### src/rtl/lc3b_types.sv
// rtl/lc3b_types.sv - shared LC-3b word/line types and L1/L2 arbiter state encodings
package lc3b_types;

  localparam int ADDR_W = 16;
  localparam int LINE_W = 128;

  typedef logic [ADDR_W-1:0] lc3b_word;
  typedef logic [LINE_W-1:0] lc3b_line;

  typedef enum logic [1:0] {
    arb_idle,
    arb_grant_i,
    arb_grant_d,
    arb_done
  } lc3b_arb_state;

  typedef enum logic {
    arb_side_i,
    arb_side_d
  } lc3b_arb_side;

  // Round-robin pick when both L1s request: favour whoever did not win last.
  function automatic lc3b_arb_side arb_pick(input logic i_req, input logic d_req,
                                            input lc3b_arb_side last);
    if (i_req && d_req) return (last == arb_side_i) ? arb_side_d : arb_side_i;
    else if (d_req)     return arb_side_d;
    else                return arb_side_i;
  endfunction

endpackage

### src/rtl/l1_l2_arbiter.sv
// rtl/l1_l2_arbiter.sv - round-robin arbiter of I/D-cache line traffic onto one L2 port
module l1_l2_arbiter
  import lc3b_types::*;
(
  input  logic     clk,
  input  logic     reset,

  input  logic     i_mem_read,
  input  lc3b_word i_mem_address,
  output lc3b_line i_mem_rdata,
  output logic     i_mem_resp,

  input  logic     d_mem_read,
  input  logic     d_mem_write,
  input  lc3b_word d_mem_address,
  input  lc3b_line d_mem_wdata,
  output lc3b_line d_mem_rdata,
  output logic     d_mem_resp,

  output logic     l2_read,
  output logic     l2_write,
  output lc3b_word l2_address,
  output lc3b_line l2_wdata,
  input  lc3b_line l2_rdata,
  input  logic     l2_resp
);

  lc3b_arb_state r_state;
  lc3b_arb_state w_next_state;
  lc3b_arb_side  r_last_grant;
  lc3b_arb_side  w_pick;

  lc3b_word r_req_address;
  lc3b_line r_req_wdata;
  logic     r_req_is_write;

  logic w_i_req;
  logic w_d_req;
  logic w_grant_i;
  logic w_grant_d;
  logic w_busy;

  assign w_i_req = i_mem_read;
  assign w_d_req = d_mem_read | d_mem_write;
  assign w_pick  = arb_pick(w_i_req, w_d_req, r_last_grant);

  always_comb begin
    w_next_state = r_state;
    w_grant_i    = 1'b0;
    w_grant_d    = 1'b0;
    case (r_state)
      arb_idle: begin
        if (w_i_req || w_d_req) begin
          if (w_pick == arb_side_d) begin
            w_grant_d    = 1'b1;
            w_next_state = arb_grant_d;
          end else begin
            w_grant_i    = 1'b1;
            w_next_state = arb_grant_i;
          end
        end
      end
      arb_grant_i, arb_grant_d: begin
        if (l2_resp) w_next_state = arb_done;
      end
      arb_done: w_next_state = arb_idle;
      default:  w_next_state = arb_idle;
    endcase
  end

  // A D request with both read and write high is resolved as a writeback.
  always_ff @(posedge clk) begin
    if (reset) begin
      r_state        <= arb_idle;
      r_last_grant   <= arb_side_i;
      r_req_address  <= '0;
      r_req_wdata    <= '0;
      r_req_is_write <= 1'b0;
    end else begin
      r_state <= w_next_state;
      if (w_grant_i) begin
        r_last_grant   <= arb_side_i;
        r_req_address  <= i_mem_address;
        r_req_wdata    <= '0;
        r_req_is_write <= 1'b0;
      end else if (w_grant_d) begin
        r_last_grant   <= arb_side_d;
        r_req_address  <= d_mem_address;
        r_req_wdata    <= d_mem_wdata;
        r_req_is_write <= d_mem_write;
      end
    end
  end

  assign w_busy = (r_state == arb_grant_i) || (r_state == arb_grant_d);

  always_comb begin
    l2_read     = w_busy && !r_req_is_write;
    l2_write    = w_busy && r_req_is_write;
    l2_address  = r_req_address;
    l2_wdata    = r_req_wdata;
    i_mem_resp  = (r_state == arb_grant_i) && l2_resp;
    d_mem_resp  = (r_state == arb_grant_d) && l2_resp;
    i_mem_rdata = i_mem_resp ? l2_rdata : '0;
    d_mem_rdata = d_mem_resp ? l2_rdata : '0;
  end

endmodule
### config.mk
export PLATFORM = sky130hd
export DESIGN_NAME = l1_l2_arbiter
export DESIGN_NICKNAME = d
export VERILOG_FILES = /design/src/rtl/lc3b_types.sv /design/src/rtl/l1_l2_arbiter.sv
export SDC_FILE = /design/constraint.sdc
export NUM_CORES = 1
export LEC_CHECK = 0
export CAP_MARGIN = 5
export CORE_AREA = 10 10 266 268
export DETAILED_ROUTE_END_ITERATION = 8
export DIE_AREA = 0 0 276 278
export PLACE_DENSITY = 0.36
export SLEW_MARGIN = 20
export SYNTH_ARGS = -nofsm -noshare
export SYNTH_HDL_FRONTEND = slang
export SYNTH_SLANG_ARGS = --single-unit
### constraint.sdc
create_clock -name clk -period 3.2 [get_ports clk]
set_input_delay 0.64 -clock clk [delete_from_list [all_inputs] [get_ports clk]]
set_output_delay 0.64 -clock clk [all_outputs]
set_load 0.03 [all_outputs]
Yosys cells after proc, flatten, opt, wreduce, memory -nomap -nowiden
Cells that the tools add are included.
{ "word_totals": {"regBits": 148, "in_bits": 294, "word_cells": 41, "output_inout_bits": 404} }
{ "op_classes": {"reduce_logical": 13, "n_eq_ne": 5, "bitwise": 1, "n_mux": 17} }
{ "op_table": {"columns": ["op", "n"], "rows": [
  ["128-bit 2-to-1 mux", 2],
  ["16-bit 2-to-1 mux", 2],
  ["1-bit 2-to-1 mux", 9],
  ["2-bit 2-to-1 mux", 3],
  ["2-bit case mux with 3 select lines", 1],
  ["1-bit logical AND", 5],
  ["2-bit equality test (second input constant)", 2],
  ["2-bit inequality test (second input constant)", 2],
  ["2-bit OR reduction", 2],
  ["2-bit by 1-bit equality test with 1-bit output (second input constant)", 1],
  ["2-bit zero test", 1],
  ["1-bit logical OR", 2],
  ["2-bit AND reduction", 1],
  ["2-bit nonzero test", 1],
  ["1-bit zero test", 1],
  ["1-bit bitwise OR", 1]
]} }

Depth between registers and ports, before layout
{ "logic_depth": {"word_depth": 8, "depth_mapped": 8, "depth_no_buf": 5} }

Least setup slack after synthesis
OpenSTA, ideal clock, no wires.
{ "synth_timing": {"kind": "in2out", "start": "input port l2_resp", "end": "output port d_mem_rdata[0]", "path_stages": 4, "path_slack_ns": 0.870, "arrival_ns": 1.690, "required_ns": 2.560, "n_path_buf": 3, "cell_sequence": "clkbuf_1 -> clkbuf_1 -> clkbuf_1 -> and3_1"} }
{ "synth_via": {"elab_chain_len": 2} }
{ "synth_lines": {"columns": ["item", "line", "rtl"], "rows": [
  ["from (decl)", "l1_l2_arbiter.sv:25", "input logic l2_resp"],
  ["1-bit logical AND", "l1_l2_arbiter.sv:103", "d_mem_resp = (r_state == arb_grant_d) && l2_resp;"],
  ["128-bit 2-to-1 mux", "l1_l2_arbiter.sv:105", "d_mem_rdata = d_mem_resp ? l2_rdata : '0;"],
  ["to (decl)", "l1_l2_arbiter.sv:17", "output lc3b_line d_mem_rdata,"]
]} }
Every way passes these cells.

Worst setup path after layout
{ "layout_timing": {"start": "register r_state[0]", "end": "output port d_mem_rdata[22]"} }
{ "layout_via": {"elab_chain_len": 3} }
{ "layout_lines": {"columns": ["item", "line", "rtl"], "rows": [
  ["from (decl)", "l1_l2_arbiter.sv:28", "lc3b_arb_state r_state;"],
  ["from (signal assigned)", "l1_l2_arbiter.sv:74", "r_state <= arb_idle;"],
  ["from (signal assigned)", "l1_l2_arbiter.sv:80", "r_state <= w_next_state;"],
  ["2-bit equality test", "l1_l2_arbiter.sv:103", null],
  ["1-bit logical AND", "l1_l2_arbiter.sv:103", null],
  ["128-bit 2-to-1 mux", "l1_l2_arbiter.sv:105", null]
]} }
Every way passes these cells.

==> key figures <==
Synthesis
  • Ys flop type: dfxtp_1
  • Largest family of logic cells by synthesized area: simple AND/OR/NAND/NOR gates
  • Distinct cells, synth: 28
  • Top-count cell post-synth: and3_1
  • Avg Synthesized Cell Area: approximately 7.5 sq um
  • Post-synthesis compound-gate area fraction: about a fifth
  • Most frequent cells after synthesis: 256 x and3_1, 148 x dfxtp_1, 135 x o21ai_0
  • Synthesized area: 7590 sq um
  • Mapped Cells: slightly above 1000
  • Register bit total from synthesis: around 150
  • Syn Nets: 1314
  • Seq/Total Area, Yosys: between 30% and 40%
  • Post-synthesis xor/xnor area fraction: 0%
  • EDFF count, synth: 0
  • Synth top area cells: dfxtp_1 39%, and3_1 21%, o21ai_0 8.9%
  • Adder-Cell Fraction of Synth Area: less than 1%
  • Mux cell area share after synthesis: less than 1%
  • Synth async-reset ratio: 0%
  • Top-area cell type share of the netlist area: between 30% and 40%
  • Yosys warnings: 0
  • Top cell type by total area after synthesis: dfxtp_1
  • Post-Synth Simple-Gate Area: between 30% and 40%

Route
  • 1st-iter DRT viols: 517
  • Metal2 WL: between 30 and 40 mm
  • Top sig layer: met5
  • Met1 Wirelength: ~23 mm
  • Routed wire length: roughly 64 mm
  • Antenna Nets Post-Route: 0
  • Remaining DRCs: 0
  • Pre-antenna DRT Iters: 4
  • WL per Instance: ~26 microns
  • Wire length on met3: around 5.8 mm
  • Routed vias: 10300
  • Via/cell ratio: 4.12

Worst setup path
  • Worst path bufs/invs: 3
  • WP data required: 2.56 ns
  • Setup crit start kind: flop
  • Critical path arrival: around 2.5 ns
  • CP max FO: 86
  • Slowest stage delay, CP: between 0.7 and 0.8 ns
  • Crit-path cells: inv_1, ha_4, buf_12, and3_1, clkdlybuf4s50_1
  • Critical Path End Type: primary output
  • Critical path class: reg2out
  • Critical-path top delay cell: clkdlybuf4s50_1
  • CP delay by family, top: buffers and inverters

Layout
  • Area occupied by multi-input gates: 4110 sq um
  • Final nets: 1922
  • Register area: between 2000 and 3000 sq um
  • Fill count: between 7000 and 8000
  • Area growth syn-to-layout: 120%
  • Layout cell share with drive strength beyond 1: between 8 and 9%

Floorplanning
  • Core region area: around 65000 sq um
  • Row count: 94
  • Die area: approximately 77000 sq um
  • I/O pins: approximately 700
  • Die Wd: about 280 microns
  • Die height: roughly 280 microns
  • Initial Util: 11.6%

Clock tree
  • CTS Sinks: between 100 and 150
  • Worst-Skew Late Latency: 0.46 ns
  • Cts hold-fix bufs: 0
  • CTS tree: done
  • Clock Pin Slew Worst Setup and Hold Paths: approximately 0.060 ns
  • CTS max path bufs: 2
  • Clock root cell: clkbuf_16
  • Post-CTS setup buffers: 0
  • Htree depth: 4
  • CTS buffer count: 17

STA
  • Total negative slack: 0 ns
  • Fin crit share: a little over nine tenths
  • Max Freq: between 300 and 400 MHz
  • Setup skew after layout: 0.00750 ns
  • Final setup vio count: 0
  • Relative slew slack: between 50 and 60%
  • Max Slew Vio Count: 0
  • Worst hold margin: approximately 0.47 ns
  • Hold Vio Cnt, Final: 0
  • Fin crit period: 3.09 ns
  • Slew @ Worst Pin: around 0.75 ns

Outcome
  • Status: completed

Power and ir drop
  • Leak Pwr: between 7 and 8 nW
  • P per Cell Area: 714 nW/um^2
  • Peak VDD IR: approximately 0.40 mV
  • Tot Pwr: 11.9 mW

Placed design
  • Port Buffers: 697
  • Placer Congestion: around 0.87
  • DP HPWL: between 50 and 60 mm

GRT
  • Overall routing resource usage: roughly 16%
  • Vias in the first global route: ~11000
  • Total gr overflow: 0
  • First-pass GRT wire length: 88.1 mm
  • Largest net degree at the start of global routing: a little under 90
  • Antenna violations before repair: 35

Worst hold path
  • HP Class: reg2reg

Flow run
  • Max Cap Violations: 0
==> cell families after synthesis <==
family	after synthesis
compound gates	291
buf+inv	139
simple gates	435
fa+ha+maj	3
flops	148
mux	1
==> metal layers <==
layer / GRT usage [%] / up-vias
li1: - / 4875
met1: 15.4 / 4889
met2: 29.1 / 459
met3: 7.15 / 101
met4: 6.39 / 24
met5: 0 / -
==> registers in the layout, summed over array words and instances (netlist names) <==
register        flops
l2_wdata          128
l2_address         16
r_state             2
r_last_grant        1
r_req_is_write      1
==> repair_timing <==
action / CTS / global route
resized for setup: 3 / 25
setup endpoints to repair: 3 / 54
endpoints found under the hold margin: 0 / 0
==> cell type report <==
cell class                 count  area share (%)
antenna                        9           0.135
clock buffer                  20            2.80
clock inverter                12           0.862
inverter                       4          0.0974
multi-input combinational    730            24.6
sequential                   148            17.7
tap                          864            6.48
timing repair buffer         724            47.3
==> worst reg2reg max path: stages, from the launching register on <==
cell and delay, ns:
dfxtp_1 0.34, inv_1 0.19, ha_4 0.25, buf_4 0.55, nand3_1 0.33, a21oi_1 0.17
==> layout by cell type, fill, tap and decap left out <==
cell type / n
clkdlybuf4s50_1: 599
and3_1: 256
dfxtp_1: 148
o21ai_0: 135
a21oi_1: 132
nand3_1: 129
buf_12: 66
nand2_1: 33
buf_4: 31
dlymetal6s2s_1: 24
clkbuf_16: 17
nor2_1: 11
a311oi_1: 10
diode_2: 9
a31oi_1: 6
clkinv_4: 4
inv_1: 3
and2_1: 3
ha_4: 3
inv_6: 3
clkbuf_8: 3
clkinvlp_4: 3
dlygate4sd2_1: 3
nor2b_1: 2
bufinv_16: 2
a2bb2oi_4: 1
clkinv_2: 1
o2bb2ai_4: 1
o21bai_1: 1
a31o_4: 1
nor3_1: 1
mux2_2: 1
o32ai_1: 1
o31a_1: 1
a21boi_0: 1
o221a_2: 1
buf_6: 1
==> final timing paths <==
| kind | start | to | slack [ns] | cells past startpoint |
|---|---|---|---|---|
| min | l2_wdata[102]$_SDFFE_PP0P_ | l2_wdata[102]$_SDFFE_PP0P_ | 0.47 | 2 |
| min reg2reg | l2_wdata[102]$_SDFFE_PP0P_ | l2_wdata[102]$_SDFFE_PP0P_ | 0.47 | 2 |
| max reg2reg | r_state[0]$_SDFFE_PP0P_ | l2_wdata[62]$_SDFFE_PP0P_ | 1.30 | 5 |
| max | r_state[0]$_SDFFE_PP0P_ | d_mem_rdata[22] | 0.11 | 5 |
==> power by group <==
| group | internal (mW) | switching (mW) |
|---|---|---|
| logic | 2.72 | 4.56 |
| clock network | 1.22 | 0.884 |
| registers | 2.31 | 0.224 |
| total | 6.25 | 5.66 |
==> per-stage QoR <==
stage | setup WS [ns] | area, sq um | utilization, % | instances
floorplan | 0.870 | 7590 | - | 1017
global placement | 0.371 | 16000 | 24.5 | 2470
detailed placement | 0.366 | 16000 | 24.5 | 2470
CTS | 0.00303 | 16600 | 25.4 | 2502
global route | -0.000264 | 16700 | 25.5 | 2511
finish | 0.106 | 16700 | 25.5 | 2511
Note: power is estimated with default switching activity, not from simulation.
==> variant 1, RTL diff (same flow settings) <==
Change the package constant `ADDR_W` from 16 to 15.
--- a/src/rtl/lc3b_types.sv
+++ b/src/rtl/lc3b_types.sv
@@ -1,7 +1,7 @@
 // rtl/lc3b_types.sv - shared LC-3b word/line types and L1/L2 arbiter state encodings
 package lc3b_types;
 
-  localparam int ADDR_W = 16;
+  localparam int ADDR_W = 15;
   localparam int LINE_W = 128;
 
   typedef logic [ADDR_W-1:0] lc3b_word;
Ports: changed (resized d_mem_address, i_mem_address and l2_address); port bits go from 698 to 695. The function was not compared with the original's and may differ.
==> variant 1 against the original RTL <==
Worst setup slack worse by 0.0014 ns. Largest power group unchanged. Sequential cell count down 1. Area after synthesis grew 0.66%. Total power fell by 0.14%. Critical path type unchanged. Design area is 1.6% lower. Clock power rose by 7%. Routed wire length is 1.3% lower.
==> variant 1: results <==
[critical_path]
cp_data_arrival_time_ns = 2.46
crit_type = "reg -> out"
cp_max_fo = 88
crit_end = "d_mem_rdata[37]"
reg2reg_depth = 5
r2r_end = "l2_wdata[65]"
r2r-start = "r_state[0]"
rrSetupSlack_ns = 1.13

[placement]
dp_slack_ns = 0.2856
routabilityCongestion = 0.8246
hpwl_mm = 50.36
postPlaceCellArea_mm2 = 0.01560
port_buffers = 694

[clock_network]
numCtsBuffers = 17
htree_levels = 4
cts.clk_slew.worst_paths_ns = 0.07
cts_root_buffer = "clkbuf_16"
clk_latency_ns = 0.46
clock_path_buffers = 2

[worst_hold_path]
min_from = "l2_wdata[49]"
hold_path_end = "l2_wdata[49]"
hold_path_class = "reg -> reg"
whs_path_depth = 2

[power]
p_leak_uw = 0.007585
ir_drop_v = 0.0004476

[logic_synthesis]
yosys-top-cells-area = "dfxtp_1 39%, and3_1 21%, a21oi_1 8.6%, o21ai_0 8.5%, nand3_1 8.5%"
ys_async_sr_fraction_pct = 0
ys_types = 30
synth_top_cells_by_count = "256 x and3_1, 147 x dfxtp_1, 132 x a21oi_1"
avgSynthCellArea_um2 = 7.548
yosysSeqAreaShare_pct = 38.53
synth_fp_nets = 1307
yosys_warnings = 0

[global_route]
grtUsageMet2_pct = 28.75
grtUsageMet1_pct = 15.38
met3_usage_pct = 7.620
grt_usage_pct = 15.61
antenna_found_initial = 32
grt_max_degree = 110
grt_pass1_wl_mm = 86.41

[sta]
clock_skew_ns = 0.01043
fin_crit_sh_pct = 96.72
max_slew.worst_pin.slew_ns = 0.6162

[routing]
maxUsedRoutingLayer = "met5"
met1_length_mm = 22.62
wl_met3_mm = 6.252
dr_wl_met2_mm = 33.37
drt_iter0_drc = 564
drtPass1Iterations = 5
routed_wirelength_mm = 63.61
num_vias = 10278

[cells_and_area]
num-nets-final = 1915
largest_register_ffs = 128
instances_no_fill = 2503
drive_above_1_share_pct = 5.392

[status]
status = "finished clean"
==> variant 1: area by class of cell <==
class | count | area [um2]
Tap cell | 864 | 1081
Inverter | 4 | 16.27
Antenna cell | 7 | 17.52
Fill cell | 7229 | 48970
Multi-Input combinational cell | 726 | 4091
Clock inverter | 8 | 148.9
Clock buffer | 23 | 488.0
Sequential cell | 147 | 2943
Timing Repair Buffer | 724 | 7635
==> variant 1: through the flow <==
step                      hold slack (ns)  total power [uW]   TNS (ns)
final                              0.4735             11900          0
after global routing               0.4938             12590  -0.007955
after CTS                          0.4750             12180          0
after detailed placement           0.4656              9821          0
after global placement             0.4602              9814          0
after floorplan                    0.4625              6388          0
==> variant 1: cell families (layout without fill, tap and decap cells) <==
| family | count (synthesis) | after routing | share of synthesized area [%] |
|---|---|---|---|
| flops | 147 | 147 | 38.53 |
| fa+ha+maj | 3 | 3 | 0.4915 |
| compound gates | 290 | 290 | 20.10 |
| simple gates | 432 | 432 | 31.91 |
| mux | 1 | 1 | 0.1474 |
| other cells | 0 | 7 | 0 |
| buf+inv | 139 | 759 | 8.829 |
==> variant 1: report_power, final <==
| group | internal (uW) | total [uW] | switching, uW |
|---|---|---|---|
| Combinational | 2630 | 7140 | 4520 |
| Sequential | 2290 | 2510 | 219 |
| Clock | 1380 | 2250 | 862 |
| Total | 6300 | 11900 | 5600 |
==> variant 1: repair_timing <==
item                                   CTS  global route
buffers inserted                         1             1
gates resized for setup                  2            59
pin swaps                                1             0
endpoints found under the hold margin    0             0
setup endpoints to repair               56            64
==> variant 1: critical path, cell delays in order (launching register included) <==
cell	delay (ns)
dfxtp_1	0.34
inv_1	0.18
ha_4	0.20
buf_12	0.29
and3_1	0.20
clkdlybuf4s50_1	0.72
==> variant 2, RTL diff (same settings) <==
Made on the original files. Encoding of `lc3b_arb_state`: now one-hot (4 bits for 4 states).
--- a/src/rtl/lc3b_types.sv
+++ b/src/rtl/lc3b_types.sv
@@ -7,11 +7,11 @@
   typedef logic [ADDR_W-1:0] lc3b_word;
   typedef logic [LINE_W-1:0] lc3b_line;
 
-  typedef enum logic [1:0] {
-    arb_idle,
-    arb_grant_i,
-    arb_grant_d,
-    arb_done
+  typedef enum logic [3:0] {
+    arb_idle    = 4'b0001,
+    arb_grant_i = 4'b0010,
+    arb_grant_d = 4'b0100,
+    arb_done    = 4'b1000
   } lc3b_arb_state;
 
   typedef enum logic {
Check against the original RTL: no difference found for any inputs over 4 cycles, from zero or initial values and one cycle with reset high; so few cycles prove little.
==> variant 2 against the original RTL <==
Sequential share of layout area is 0.80 points lower. Non-clock buffer count increased by 18. Worst setup slack improved by 0.11 ns. Design area increased by 6.1%. Routed wire length grew 6.4%. Sequential cell count increased by 2. Area after synthesis up 0.96%. Critical path type unchanged. Critical endpoint is now l2_write. Highest routed layer unchanged.
Power is not compared: it rests on default switching activity, and its combinational part moved more than twofold at a synthesized area within 25%.
==> variant 2: results <==
[status]
status = "finished clean"

[logic_synthesis]
synth_top_cells_by_count = "257 x and2_1, 150 x dfxtp_1, 149 x a21oi_1"
synthAdderAreaFrac_pct = 0
syn_area_mm2 = 0.007661
synthCells = 996
synth-xor-area-share_pct = 0.1143

[routing]
drt_iter0_drc = 537
met1_length_mm = 28.57
wl_per_cell_um = 26.99
via_per_inst = 3.851
dr_wl_met2_mm = 33.61

[cells_and_area]
multi_input_area_mm2 = 0.004153
clk_share_pct = 3.206
nNonClkBuffers = 742
sh_seq_area_pct = 16.95
fin_area_mm2 = 0.01772
instances_no_fill = 2541
nMultiInputCombCells = 735
nonClkBufAreaFrac_pct = 50.05
nFillCells = 7029
inv_count = 0
num-nets-final = 1940
diodes = 18

[global_route]
antenna_found_initial = 17
grt_usage_pct = 17.05
grt_max_degree = 111
grt_pass1_vias = 10039

[critical_path]
cp_max_fo = 7
cpPeakStageDelay_ns = 0.72
cp_data_arrival_time_ns = 2.34

[clock_network]
post_cts_resized = 2

[placement]
routabilityCongestion = 0.9122
postPlaceCellArea_mm2 = 0.01700

[sta]
max_slew.worst_pin.slew_ns = 0.9734
clock_skew_ns = 0.009526
## variant 2: worst paths after layout
check / cells past startpoint / slack (ns) / startpoint / end
min reg2reg: 2 / 0.47 / l2_wdata[16] / l2_wdata[16]
max: 4 / 0.22 / r_state[2] / l2_write
max reg2reg: 4 / 0.91 / r_state[3] / l2_wdata[1]
min: 2 / 0.47 / l2_wdata[16] / l2_wdata[16]
## variant 2: metrics by stage
step           worst slack [ns]  power (uW)  hold WS, ns
2_1_floorplan            0.7275        4258       0.4581
3_3_place_gp          -0.003813        6024       0.4580
3_5_place_dp           -0.01193        6025       0.4657
4_1_cts                 0.02412        8133       0.4773
5_1_grt                 0.05496        8412       0.4885
6_report                 0.2163        7986       0.4741
## variant 2: metal layers
layer | up-vias | global-route usage, %
met1 | 4642 | 20.22
met2 | 358 | 28.54
met3 | 49 | 5.717
met5 | - | 0
li1 | 4725 | -
met4 | 12 | 5.479
## variant 2: power breakdown
group          switching [uW]  internal (uW)
clock                     946           1090
sequential                170           2180
combinational            2150           1440
